[config.mk]
export PLATFORM = sky130hd
export DESIGN_NAME = bin2bcd_seq
export DESIGN_NICKNAME = d
export VERILOG_FILES = /design/src/rtl/bin2bcd_seq.sv
export SDC_FILE = /design/constraint.sdc
export NUM_CORES = 1
export LEC_CHECK = 0
export CAP_MARGIN = 20
export CORE_MARGIN = 3
export CORE_UTILIZATION = 45
export CTS_CLUSTER_SIZE = 40
export DETAILED_ROUTE_END_ITERATION = 6
export PLACE_DENSITY_LB_ADDON = 0.2
export SYNTH_ARGS = -nofsm -noshare
export SYNTH_HDL_FRONTEND = slang
export SYNTH_SLANG_ARGS = --single-unit
export TNS_END_PERCENT = 5
[constraint.sdc]
create_clock -name clk -period 3.9 [get_ports clk]
set_input_delay 0.78 -clock clk [delete_from_list [all_inputs] [get_ports clk]]
set_output_delay 0.78 -clock clk [all_outputs]
set_load 0.01 [all_outputs]
[src/rtl/bin2bcd_seq.sv]
`timescale 1ns/1ps
// Sequential double-dabble converter: unsigned binary in, packed BCD out, one bit per clock.
// Valid/ready on both sides with a single conversion in flight.
module bin2bcd_seq #(
  parameter int BIN_W  = 8,
  parameter int DIGITS = 3
) (
  input  logic                  clk,
  input  logic                  rst,
  input  logic                  in_valid,
  output logic                  in_ready,
  input  logic [BIN_W-1:0]      bin_in,
  output logic                  out_valid,
  input  logic                  out_ready,
  output logic [4*DIGITS-1:0]   bcd_out,
  output logic                  ovf
);

  localparam int BCD_W = 4 * DIGITS;
  localparam int CW    = $clog2(BIN_W + 1);
  localparam logic [CW-1:0] LAST = CW'(BIN_W - 1);

  typedef enum logic [1:0] {
    IDLE  = 2'd0,
    SHIFT = 2'd1,
    DONE  = 2'd2
  } state_t;

  state_t             state, state_n;
  logic [BIN_W-1:0]   binreg, bin_n;
  logic [BCD_W-1:0]   bcd, bcd_n;
  logic [BCD_W-1:0]   adj;
  logic               ovf_q, ovf_n;
  logic [CW-1:0]      cnt, cnt_n;
  logic [BCD_W+BIN_W:0] shifted;

  // Top bit of the shifted word is the carry leaving the highest digit; it feeds sticky ovf.
  always_comb begin
    adj = '0;
    for (int d = 0; d < DIGITS; d++) begin
      adj[4*d +: 4] = bcd[4*d +: 4] + ((bcd[4*d +: 4] >= 4'd5) ? 4'd3 : 4'd0);
    end
    shifted = {adj, binreg, 1'b0};

    state_n = state;
    bin_n   = binreg;
    bcd_n   = bcd;
    ovf_n   = ovf_q;
    cnt_n   = cnt;

    case (state)
      IDLE: begin
        if (in_valid) begin
          bin_n   = bin_in;
          bcd_n   = '0;
          ovf_n   = 1'b0;
          cnt_n   = '0;
          state_n = SHIFT;
        end
      end
      SHIFT: begin
        bin_n = shifted[BIN_W-1:0];
        bcd_n = shifted[BCD_W+BIN_W-1:BIN_W];
        ovf_n = ovf_q | shifted[BCD_W+BIN_W];
        cnt_n = cnt + CW'(1);
        if (cnt == LAST) begin
          state_n = DONE;
        end
      end
      DONE: begin
        if (out_ready) begin
          state_n = IDLE;
        end
      end
      default: state_n = IDLE;
    endcase
  end

  always_ff @(posedge clk) begin
    if (rst) begin
      state  <= IDLE;
      binreg <= '0;
      bcd    <= '0;
      ovf_q  <= 1'b0;
      cnt    <= '0;
    end else begin
      state  <= state_n;
      binreg <= bin_n;
      bcd    <= bcd_n;
      ovf_q  <= ovf_n;
      cnt    <= cnt_n;
    end
  end

  assign in_ready  = (state == IDLE);
  assign out_valid = (state == DONE);
  assign bcd_out   = bcd;
  assign ovf       = ovf_q;

endmodule
==> results of run 1 <==
per-stage QoR:
step | instance area, um^2 | hold slack, ns | setup WS [ns]
2_1_floorplan | 1520 | 0.450 | 2.18
3_3_place_gp | 1770 | 0.468 | 1.29
3_5_place_dp | 1770 | 0.468 | 1.22
4_1_cts | 1800 | 0.488 | 1.17
5_1_grt | 1800 | 0.532 | 1.03
6_report | 1800 | 0.486 | 1.19
state kept, by name, indices dropped and copies added, names as in the netlist:
name,cells
state,2
cnt,4
bcd_out,12
ovf,1
binreg,8
cell usage in the layout (no fill, tap or decap), types with 2 or more instances in the layout:
cell type / n
or3_1: 2
o311ai_2: 2
nand3b_1: 2
o21ai_0: 5
dfxtp_1: 27
xnor2_1: 3
nand3_1: 5
a21o_1: 2
o2111ai_1: 2
clkdlybuf4s50_1: 26
o221a_2: 6
clkbuf_4: 3
nand2b_1: 7
a21oi_1: 16
a22oi_1: 9
inv_1: 19
nand2_1: 3
nor2b_1: 2
o22a_1: 2
nor2_1: 23
ha_1: 7
a2bb2oi_1: 3
fa_1: 3
mux2i_1: 2
cell families after synthesis:
| logic type | count (synthesis) | synth area share, % |
|---|---|---|
| xor gates and xnor gates | 3 | 1.73 |
| buffers and inverters | 30 | 9.00 |
| DFF | 27 | 35.7 |
| AOI/OAI and AO/OA | 52 | 26.3 |
| muxes | 2 | 1.32 |
| adders and majority gates | 10 | 9.74 |
| and+or+nand+nor | 49 | 16.2 |
area by class of cell:
cell class	instances	area share, %
clock buffer	3	1.25
clock inverter	1	0.418
inverter	19	3.97
multi-input combinational	116	46.7
sequential	27	30.1
tap	44	3.07
timing repair buffer	26	14.5
path summary, 6_finish.rpt:
path | slack, ns | endpoint
worst min register to register | 0.49 | binreg[0]$_SDFFE_PP0P_
worst max register to register | 1.92 | bcd_out[4]$_SDFFE_PP0P_
worst max-delay path | 1.19 | out_valid
worst min-delay path | 0.49 | binreg[0]$_SDFFE_PP0P_
worst max-delay path: cells and delay by family, from the launching register on:
kind	cells	cell delay [ns]
buffers and inverters	1	0.56
DFF	1	0.78
and+or+nand+nor	1	0.25
layer usage:
| layer | part of all wire, % | vias up | track usage (%) |
|---|---|---|---|
| li1 | - | 646 | - |
| met1 | 46 | 613 | 21.4 |
| met2 | 49 | 26 | 31.2 |
| met3 | 4.5 | 7 | 4.04 |
| met4 | 1.3 | 0 | 4.85 |
| met5 | 0 | - | 0 |
power by group through the flow:
stage	registers, mW	logic, mW	clock network, mW
final	0.296	0.0612	0.130
after global routing	0.298	0.0687	0.147
after CTS	0.296	0.0617	0.136
after detailed placement	0.302	0.0615	0
after global placement	0.302	0.0596	0
after floorplan	0.297	0.0468	0
==> results.sh, run 1 <==
export IMPL_status="finished clean"
export IMPL_grt_first_pass_wirelength_um=6000
export IMPL_maxCapViolations=0
export IMPL_r2r_cells=3
export IMPL_numCtsBuffers=3
export IMPL_n_antenna_cell=0
export IMPL_synthToLayoutAreaGrowth_pct=18.5
export IMPL_timing_final_hold_violations=0
export IMPL_crit_required_ns=3.12
export IMPL_finalCritPeriodShare_pct=69.5
export IMPL_fmax_mhz=369
export IMPL_period_needed_ns=2.71
export IMPL_worstSetupStartpoint="state[1]$_SDFFE_PP0P_"
export IMPL_antenna_found_initial=0
export IMPL_synth_most_common_cell="dfxtp_1"
export IMPL_initial_utilization_pct=48.4
export IMPL_core_area_um2=3130
export IMPL_yosysWarnings=0
export IMPL_total_power_mw=0.488
export IMPL_rsz0062_at_grt="false"
export IMPL_peakVddDrop_v=0.000247
export IMPL_worstHoldStart="binreg[0]$_SDFFE_PP0P_"
export IMPL_slew_viol_final=0
export IMPL_worstSetupEndpointType="output pin"
export IMPL_globalRouteOverflowTotal=0
export IMPL_place_congestion=0.780
export IMPL_cts_root_buf="clkbuf_4"
export IMPL_yosys_top_cells_area="dfxtp_1 36%, ha_1 5.8%, nor2_1 5.7%"
export IMPL_syn_area_um2=1520
export IMPL_ys_ff_latch=27
export IMPL_dpl_hpwl_um=2180
export IMPL_async_flop_share_pct=0
export IMPL_dr_pass1_iters=4
export IMPL_die_area_um2=4100
export IMPL_final_seq_area_um2=541
export IMPL_netlist_area_leader_share_pct=35.7
export IMPL_slowest_stage="dfxtp_1"
export IMPL_tightest_slew_ns=0.981
export IMPL_path_max_fanout=21
export IMPL_synth_top_cell_by_area="dfxtp_1"
export IMPL_grt_usage_pct=17.7
export IMPL_worst_setup_path_type="flip-flop to output pin"
export IMPL_synth_distinct_cells=36
export IMPL_boundaryPins=27
export IMPL_num_fill_cells=294
export IMPL_slowest_delay_ns=0.78
export IMPL_p_leak_nw=0.666
export IMPL_seq_area_frac_synth_pct=35.7
export IMPL_grt_max_degree=28
export IMPL_post_route_util_pct=57.4
export IMPL_whs_path_depth=2
export IMPL_rows=20
export IMPL_fin_cells=236
export IMPL_drt_initial_drc_count=78
export IMPL_clk_path_buf_depth=2
export IMPL_die_h_um=64.0
export IMPL_fin_setup_tns_ns=0
export IMPL_cts_setup_buffers=0
export IMPL_ctsResizeCount=0
export IMPL_grt_pass1_vias=1347
export IMPL_placedCellCount=232
export IMPL_slew_limit_headroom_pct=34.4
export IMPL_multi_input_area_um2=838
export IMPL_postSynthAreaPerCell_um2=8.76
export IMPL_finalClockSkew_ns=0.00739
export IMPL_synth_edf_count=0
export IMPL_postSynthNetCount=195
export IMPL_avgRoutedWirePerCell_um=13.8
export IMPL_syn_inst=173
export IMPL_clk_latency_ns=0.34
export IMPL_internal_power_mw=0.356
export IMPL_finalSetupViolations=0
export IMPL_final_antenna_net_count=0
export IMPL_power_frac_seq_pct=60.7
export IMPL_vias=1292
export IMPL_switchingPower_mw=0.132
export IMPL_routed_wl_um=3260
export IMPL_drive_gt1_share_pct=6.77
export IMPL_io_buffer_count=26
export IMPL_r2r_start="state[0]$_SDFFE_PP0P_"
export IMPL_cts_tree="done"
export IMPL_drc=0
export IMPL_die_w_um=64.0
export IMPL_p_sw_share_pct=27.1
export IMPL_combinationalPowerShare_pct=12.6
export IMPL_ctsHoldBuffers=0
export IMPL_clk_pin_slew_ns=0.16
export IMPL_worstPathArrival_ns=1.93
export IMPL_layout_nets=215
export IMPL_via_per_inst=5.47
export IMPL_cp_cell_sequence="nor2b_1 > clkdlybuf4s50_1"
export IMPL_cp_start_kind="flip-flop"
export IMPL_synth_flop_cell="dfxtp_1"
export IMPL_hp_class="flip-flop to flip-flop"
export IMPL_synthTopCellsByCount="27 x dfxtp_1, 23 x nor2_1, 19 x inv_1"
export IMPL_cts_sinks=27
export IMPL_pwr_share_clk_pct=26.7
export IMPL_cts_htree_levels=1
export IMPL_cellPowerDensity_nw_per_um2=272
(Power assumes the default switching activity.)
==> run 2, diff against run 1 <==
clock period = 2.3 ns   (was 3.9 ns; I/O delays follow)
==> run 2 against run 1 <==
Against the previous run: largest power group unchanged; global-route usage is 0.30 points lower; clock skew hardly changed; non-clock buffer count is 5 higher; sequential share of layout area is 0.62 points lower; power is 71% higher; combinational power is 90% higher; worst hold slack better by 0.028 ns; design area is 2.1% higher; flip-flop and latch count stayed put.
==> results.sh, run 2 (synthesized netlist as in run 1, its figures left out) <==
export IMPL_dr_pass1_iters=4
export IMPL_cellPowerDensity_nw_per_um2=454
export IMPL_fin_area_um2=1830
export IMPL_vias=1299
export IMPL_layout_nets=220
export IMPL_die_w_um=64.0
export IMPL_maxCapViolations=0
export IMPL_via_per_inst=5.39
export IMPL_worst_setup_path_type="flip-flop to output pin"
export IMPL_finalSetupViolations=0
export IMPL_dpl_hpwl_um=2380
export IMPL_rows=20
export IMPL_numCtsBuffers=3
export IMPL_clk_pin_slew_ns=0.16
export IMPL_tightest_slew_ns=0.524
export IMPL_finalCritPeriodShare_pct=88.7
export IMPL_avgRoutedWirePerCell_um=13.8
export IMPL_drt_initial_drc_count=81
export IMPL_initial_utilization_pct=48.4
export IMPL_ctsResizeCount=0
export IMPL_slew_limit_headroom_pct=65.0
export IMPL_place_congestion=0.717
export IMPL_worstPathArrival_ns=1.58
export IMPL_antenna_found_initial=0
export IMPL_final_common_cell="dfxtp_1"
export IMPL_hp_class="flip-flop to flip-flop"
export IMPL_peakVddDrop_v=0.000390
export IMPL_fin_setup_tns_ns=0
export IMPL_boundaryPins=27
export IMPL_core_area_um2=3130
export IMPL_rsz0062_at_grt="false"
export IMPL_clk_latency_ns=0.34
export IMPL_final_cell_mix="27 x dfxtp_1, 26 x clkdlybuf4s50_1, 23 x nor2_1"
export IMPL_die_h_um=64.0
export IMPL_cts_root_buf="clkbuf_4"
export IMPL_status="finished clean"
export IMPL_slew_viol_final=0
export IMPL_cts_tree="done"
export IMPL_cts_sinks=27
export IMPL_crit_required_ns=1.84
export IMPL_largest_register_ffs=12
export IMPL_period_needed_ns=2.04
export IMPL_cp_cell_sequence="buf_4 > nor2b_1 > clkdlybuf4s50_1"
export IMPL_fmax_mhz=490
export IMPL_n_antenna_cell=0
export IMPL_slowest_stage="clkdlybuf4s50_1"
export IMPL_grt_max_degree=21
export IMPL_dpl_instance_area_um2=1800
export IMPL_synthToLayoutAreaGrowth_pct=21.0
export IMPL_cts_setup_buffers=0
export IMPL_cts_htree_levels=1
export IMPL_ctsHoldBuffers=0
export IMPL_worstSetupEndpointType="output pin"
export IMPL_die_area_um2=4100
export IMPL_p_leak_nw=0.691
export IMPL_drive_gt1_share_pct=9.14
export IMPL_grt_first_pass_wirelength_um=5740
export IMPL_worst_path_buf_inv=2
export IMPL_drc=0
export IMPL_clk_path_buf_depth=2
export IMPL_path_max_fanout=10
export IMPL_globalRouteOverflowTotal=0
export IMPL_grt_pass1_vias=1303
export IMPL_final_antenna_net_count=0
export IMPL_cp_start_kind="flip-flop"
export IMPL_finalClockSkew_ns=0.00746
export IMPL_io_buffer_count=26
export IMPL_slowest_delay_ns=0.56
export IMPL_routed_wl_um=3320
export IMPL_timing_final_hold_violations=0
export IMPL_grt_usage_pct=17.4
export IMPL_path_delay_family="buffers and inverters"
run 2: final cells by class:
type                            instances  area [um^2]
Tap cell                               44         55.1
Sequential cell                        27          541
Multi-Input combinational cell        116          838
Inverter                               19         71.3
Fill cell                             294         1290
Clock inverter                          1         7.51
Timing Repair Buffer                   31          298
Clock buffer                            3         22.5
run 2: per-stage QoR:
| step | worst slack (ns) | instances | hold WS, ns | util (%) | power (mW) |
|---|---|---|---|---|---|
| after floorplan | 0.579 | 173 | 0.450 | - | 0.583 |
| after global placement | 0.444 | 237 | 0.465 | 57.6 | 0.619 |
| after detailed placement | 0.401 | 237 | 0.494 | 57.6 | 0.623 |
| after CTS | 0.239 | 241 | 0.514 | 58.6 | 0.836 |
| after global routing | 0.158 | 241 | 0.548 | 58.6 | 0.866 |
| final | 0.260 | 241 | 0.514 | 58.6 | 0.832 |
run 2: path summary, 6_finish.rpt:
path / start / endpoint / slack [ns] / cells after the start
worst max register to register: bcd_out[10]$_SDFFE_PP0P_ / bcd_out[11]$_SDFFE_PP0P_ / 0.47 / 8
worst max-delay path: state[0]$_SDFFE_PP0P_ / out_valid / 0.26 / 3
worst min register to register: binreg[0]$_SDFFE_PP0P_ / binreg[0]$_SDFFE_PP0P_ / 0.51 / 2
worst min-delay path: binreg[0]$_SDFFE_PP0P_ / binreg[0]$_SDFFE_PP0P_ / 0.51 / 2
run 2: worst min-delay path, stage by stage (launching register included):
cell and delay [ns]:
dfxtp_1 0.36, nand2_1 0.07, a21oi_1 0.06
run 2: per-layer routing:
| layer | vias up | wire length, um | global-route usage [%] |
|---|---|---|---|
| li1 | 653 | - | - |
| met1 | 619 | 1530 | 22.1 |
| met2 | 20 | 1620 | 28.8 |
| met3 | 7 | 113 | 4.57 |
| met4 | 0 | 45 | 5.39 |
| met5 | - | 0 | 0 |
run 2: where the power goes:
part | total, mW | leakage, nW | switching (mW) | internal (mW)
Clock | 0.220 | 0.0139 | 0.153 | 0.0668
Sequential | 0.496 | 0.220 | 0.0117 | 0.484
Combinational | 0.116 | 0.457 | 0.0591 | 0.0573
Total | 0.832 | 0.691 | 0.224 | 0.608
==> run 3, diff against run 2 <==
ABC_AREA = 1   (was not set)
==> run 3 against run 2 <==
Against the previous run: power increased by 0.18%; first-iteration DRC count fell by 38%; flip-flop and latch count unchanged; core utilization is 1.2 points lower; fmax up 5.3%; worst hold slack worse by 0.042 ns.
==> results.sh, run 3 <==
export IMPL_grt_pass1_vias=1101
export IMPL_postSynthAreaPerCell_um2=7.18
export IMPL_grt_first_pass_wirelength_um=4660
export IMPL_final_cell_mix="58 x nand2_1, 27 x inv_1, 27 x dfxtp_1"
export IMPL_async_flop_share_pct=0
export IMPL_n_antenna_cell=0
export IMPL_ctsHoldBuffers=0
export IMPL_cts_htree_levels=1
export IMPL_total_power_mw=0.834
export IMPL_pwr_share_clk_pct=24.8
export IMPL_power_frac_seq_pct=59.5
export IMPL_final_antenna_net_count=0
export IMPL_p_sw_share_pct=27.6
export IMPL_path_max_fanout=5
export IMPL_fin_setup_tns_ns=0
export IMPL_clk_path_buf_depth=2
export IMPL_finalSetupViolations=0
export IMPL_syn_inst=204
export IMPL_synth_edf_count=0
export IMPL_worstSetupEndpointType="flip-flop"
export IMPL_fmax_mhz=516
export IMPL_status="finished clean"
export IMPL_dr_pass1_iters=4
export IMPL_cts_tree="done"
export IMPL_initial_utilization_pct=47.6
export IMPL_yosys_top_cells_area="dfxtp_1 37%, nand2_1 15%, inv_1 6.9%"
export IMPL_finalCritPeriodShare_pct=84.2
export IMPL_slew_limit_headroom_pct=72.8
export IMPL_place_congestion=0.850
export IMPL_worst_setup_path_type="flip-flop to flip-flop"
export IMPL_ys_ff_latch=27
export IMPL_core_area_um2=3080
export IMPL_seq_area_frac_synth_pct=36.9
export IMPL_synth_top_cell_by_area="dfxtp_1"
export IMPL_timing_final_hold_violations=0
export IMPL_slew_viol_final=0
export IMPL_die_h_um=63.1
export IMPL_maxCapViolations=0
export IMPL_grt_usage_pct=14.4
export IMPL_cts_setup_buffers=0
export IMPL_synthToLayoutAreaGrowth_pct=20.6
export IMPL_rsz0062_at_grt="false"
export IMPL_peakVddDrop_v=0.000551
export IMPL_die_area_um2=3980
export IMPL_grt_max_degree=18
export IMPL_synth_flop_cell="dfxtp_1"
export IMPL_netlist_area_leader_share_pct=36.9
export IMPL_p_leak_nw=0.707
export IMPL_postSynthNetCount=226
export IMPL_internal_power_mw=0.603
export IMPL_cts_root_buf="clkbuf_4"
export IMPL_drc=0
export IMPL_avgRoutedWirePerCell_um=10.2
export IMPL_tightest_slew_ns=0.407
export IMPL_worstPathArrival_ns=2.21
export IMPL_switchingPower_mw=0.230
export IMPL_crit_required_ns=2.57
export IMPL_combinationalPowerShare_pct=15.7
export IMPL_boundaryPins=27
export IMPL_clk_latency_ns=0.33
export IMPL_routed_wl_um=2800
export IMPL_largest_register_ffs=12
export IMPL_final_common_cell="nand2_1"
export IMPL_globalRouteOverflowTotal=0
export IMPL_layout_nets=252
export IMPL_cts_sinks=27
export IMPL_synth_most_common_cell="nand2_1"
export IMPL_antenna_found_initial=0
export IMPL_synth_distinct_cells=23
export IMPL_vias=1292
export IMPL_cellPowerDensity_nw_per_um2=472
export IMPL_clk_pin_slew_ns=0.15
export IMPL_drive_gt1_share_pct=7.86
export IMPL_cp_start_kind="flip-flop"
export IMPL_die_w_um=63.1
export IMPL_numCtsBuffers=3
export IMPL_hp_class="flip-flop to flip-flop"
export IMPL_rows=20
export IMPL_drt_initial_drc_count=50
export IMPL_period_needed_ns=1.94
export IMPL_syn_area_um2=1470
export IMPL_synthTopCellsByCount="58 x nand2_1, 27 x dfxtp_1, 27 x inv_1"
export IMPL_dpl_hpwl_um=2020
export IMPL_io_buffer_count=26
export IMPL_finalClockSkew_ns=0.00674
export IMPL_ctsResizeCount=0
export IMPL_post_route_util_pct=57.4
export IMPL_via_per_inst=4.73
export IMPL_yosysWarnings=0
run 3: changes by cell type in the layout (fill, tap and decap cells not counted), sizes merged, moves of 4 or more:
cell    before  now
nand2        3   64
inv         19   30
a22oi        9    0
nand3        5   14
nor2        23   14
nand2b       7    0
o21ai        5   12
o221a        6    0
buf          5    1
run 3: worst max-delay path, stage by stage, from the launching register on:
cell,delay (ns)
dfxtp_1,0.42
inv_1,0.10
o21ai_0,0.30
ha_1,0.25
inv_1,0.06
fa_1,0.37
a21oi_1,0.15
o21ai_0,0.10
a21oi_1,0.12
run 3: cell type report:
| cell class | instances | area (um^2) |
|---|---|---|
| Timing Repair Buffer | 27 | 268 |
| Tap cell | 44 | 55.1 |
| Inverter | 30 | 118 |
| Fill cell | 308 | 1310 |
| Sequential cell | 27 | 541 |
| Multi-Input combinational cell | 141 | 759 |
| Clock buffer | 4 | 26.3 |
run 3: cell families (layout without fill, tap and decap cells):
logic type / after synthesis / after routing / synth area share, %
compound gates: 34 / 34 / 12.9
simple gates: 97 / 97 / 28.9
buf+inv: 36 / 61 / 11.3
fa+ha+maj: 10 / 10 / 10.1
flops: 27 / 27 / 36.9
run 3: path summary, 6_finish.rpt:
path                                         startpoint                       to  slack [ns]  cells past startpoint
worst min register to register   binreg[0]$_SDFFE_PP0P_   binreg[0]$_SDFFE_PP0P_        0.47                      2
worst max register to register  bcd_out[2]$_SDFFE_PP0P_  bcd_out[3]$_SDFFE_PP0P_        0.36                      8
worst max-delay path            bcd_out[2]$_SDFFE_PP0P_  bcd_out[3]$_SDFFE_PP0P_        0.36                      8
worst min-delay path             binreg[0]$_SDFFE_PP0P_   binreg[0]$_SDFFE_PP0P_        0.47                      2
run 3: power by group through the flow:
stage	Sequential, mW	Combinational (mW)	Clock, mW
2_1_floorplan	0.504	0.0964	0
3_3_place_gp	0.506	0.131	0
3_5_place_dp	0.506	0.131	0
4_1_cts	0.496	0.132	0.217
5_1_grt	0.499	0.146	0.229
6_report	0.496	0.131	0.207
run 3: routing by layer:
metal,wire (um),vias to the layer above,track usage [%]
met2,1280,19,24.4
met3,96,2,3.74
li1,-,692,-
met4,18,0,3.31
met1,1400,579,18.2
met5,0,-,0
run 3: stage by stage:
step	setup slack [ns]	cell area [um^2]	cells	hold slack, ns
global placement	0.400	1740	269	0.452
finish	0.363	1770	273	0.472
global route	0.143	1770	273	0.485
detailed placement	0.406	1740	269	0.453
floorplan	0.473	1470	204	0.439
CTS	0.359	1770	273	0.473
==> RTL change, RTL diff (config.mk and constraints of run 2) <==
Encoding of `state_t`: now one-hot (3 bits for 3 states).
--- a/src/rtl/bin2bcd_seq.sv
+++ b/src/rtl/bin2bcd_seq.sv
@@ -20,10 +20,10 @@
   localparam int CW    = $clog2(BIN_W + 1);
   localparam logic [CW-1:0] LAST = CW'(BIN_W - 1);
 
-  typedef enum logic [1:0] {
-    IDLE  = 2'd0,
-    SHIFT = 2'd1,
-    DONE  = 2'd2
+  typedef enum logic [2:0] {
+    IDLE  = 3'b001,
+    SHIFT = 3'b010,
+    DONE  = 3'b100
   } state_t;
 
   state_t             state, state_n;
Function: no difference found for any inputs over 10 cycles, from zero or initial values and one cycle with rst high; not proved beyond that.
==> RTL change against run 2 <==
- worst setup slack worse by 0.094 ns
- sequential cell count is 1 higher
- count of clock-buffer cells in the layout is 1 higher
- wire length is 2.7% higher
- total power is 3.3% higher
- area after synthesis is 0.50% lower
- cell area is 0.14% higher
- clock skew is 0.0058 ns lower
- maximum frequency is 4.4% lower
- cell count is 1.7% higher
- critical endpoint is now in_ready
- largest cell class unchanged
- highest routed layer unchanged
==> RTL change: results (changes against run 2) <==
| Metric | Value |
|---|---|
| Status | `finished clean` |
| Drt first-iter violations | `86 (+6.2%)` |
| Vias per cell | `5.52 (+2.5%)` |
| Crit path max fanout | `9 (-1)` |
| Seq/Total Area, Yosys | `37.2% (+1.5 points)` |
| Total track usage | `17.7% (+0.24 points)` |
| Maximum vdd drop | `238 uV (-39%)` |
| WL/cell | `13.9 um (+1.0%)` |
| Inverter count | `13 (-6)` |
| Placed Instance Area | `1800 sq um (-0.21%)` |
| Fillers | `291 (-1.0%)` |
| Met2 routed WL | `1610 um (-1.0%)` |
| Critical R2R Launch | `state[2]` |
| Clk tree area frac | `1.98% (+0.34 points)` |
| Metal3 WL | `142 um (+26%)` |
| Largest cells by area after synthesis | `dfxtp_1 37%, a21oi_1 6.3%, nand2_1 6.2%` |
| Non-clk buf share | `16.2% (-0.022 points)` |
| Post-Route Skew | `0.00164 ns (-0.00582 ns)` |
| Multi-input combinational gate total | `125 (+7.8%)` |
| Final Net Count | `224 (+1.8%)` |
| Reg-to-Reg End | `bcd_out[4]` |
| Netlist cell types | `32 (-11%)` |
| Register area | `561 sq um (+3.7%)` |
| DR vias | `1353 (+4.2%)` |
| Reg2Reg Setup Slack | `0.33 ns (-0.14 ns)` |
| Fraction of area in multi-input gates | `45.6% (-0.13 points)` |
| Syn Inst Count | `180 (+4.0%)` |
| Post-Route M1 WL | `1620 um (+5.8%)` |
| Syn_nets | `202 (+3.6%)` |
| Worst Max-Slew Pin Slew | `0.477 ns (-0.0478 ns)` |
| Synth Register Bits | `28 (+3.7%)` |
| Core Util, Final | `58.7% (+0.080 points)` |
| Clock slew at reported path FFs | `0.14 ns (-0.02 ns)` |
| Global placement routability congestion | `0.777 (+8.3%)` |
| Later-pin clock latency in the skew report | `0.32 ns (-0.02 ns)` |
| End point of the critical path | `in_ready` |
RTL change: how the worst min path moves through the flow:
stage | to | start | cells after the start | slack [ns]
floorplan | bcd_out[0] | binreg[7] | 2 | 0.43
global placement | binreg[0] | binreg[0] | 2 | 0.46
detailed placement | binreg[0] | binreg[0] | 2 | 0.46
CTS | binreg[0] | binreg[0] | 2 | 0.48
global route | binreg[0] | binreg[0] | 2 | 0.52
finish | binreg[0] | binreg[0] | 2 | 0.48
RTL change: routing by layer:
metal,vias up,track usage (%)
met4,0,6.20
met5,-,0
li1,679,-
met3,4,2.64
met2,31,27.2
met1,639,25.0
RTL change: worst min-delay path, cell delays in order (launching register included):
cell and delay, ns:
dfxtp_1 0.34, nand3_1 0.06, a21oi_1 0.05
RTL change: logic make-up after synthesis:
kind of cell | after synthesis | share of synthesized area, %
fa+ha+maj | 10 | 9.79
xor+xnor | 3 | 1.74
buf+inv | 27 | 7.30
compound gates | 40 | 18.0
simple gates | 72 | 26.0
flops | 28 | 37.2
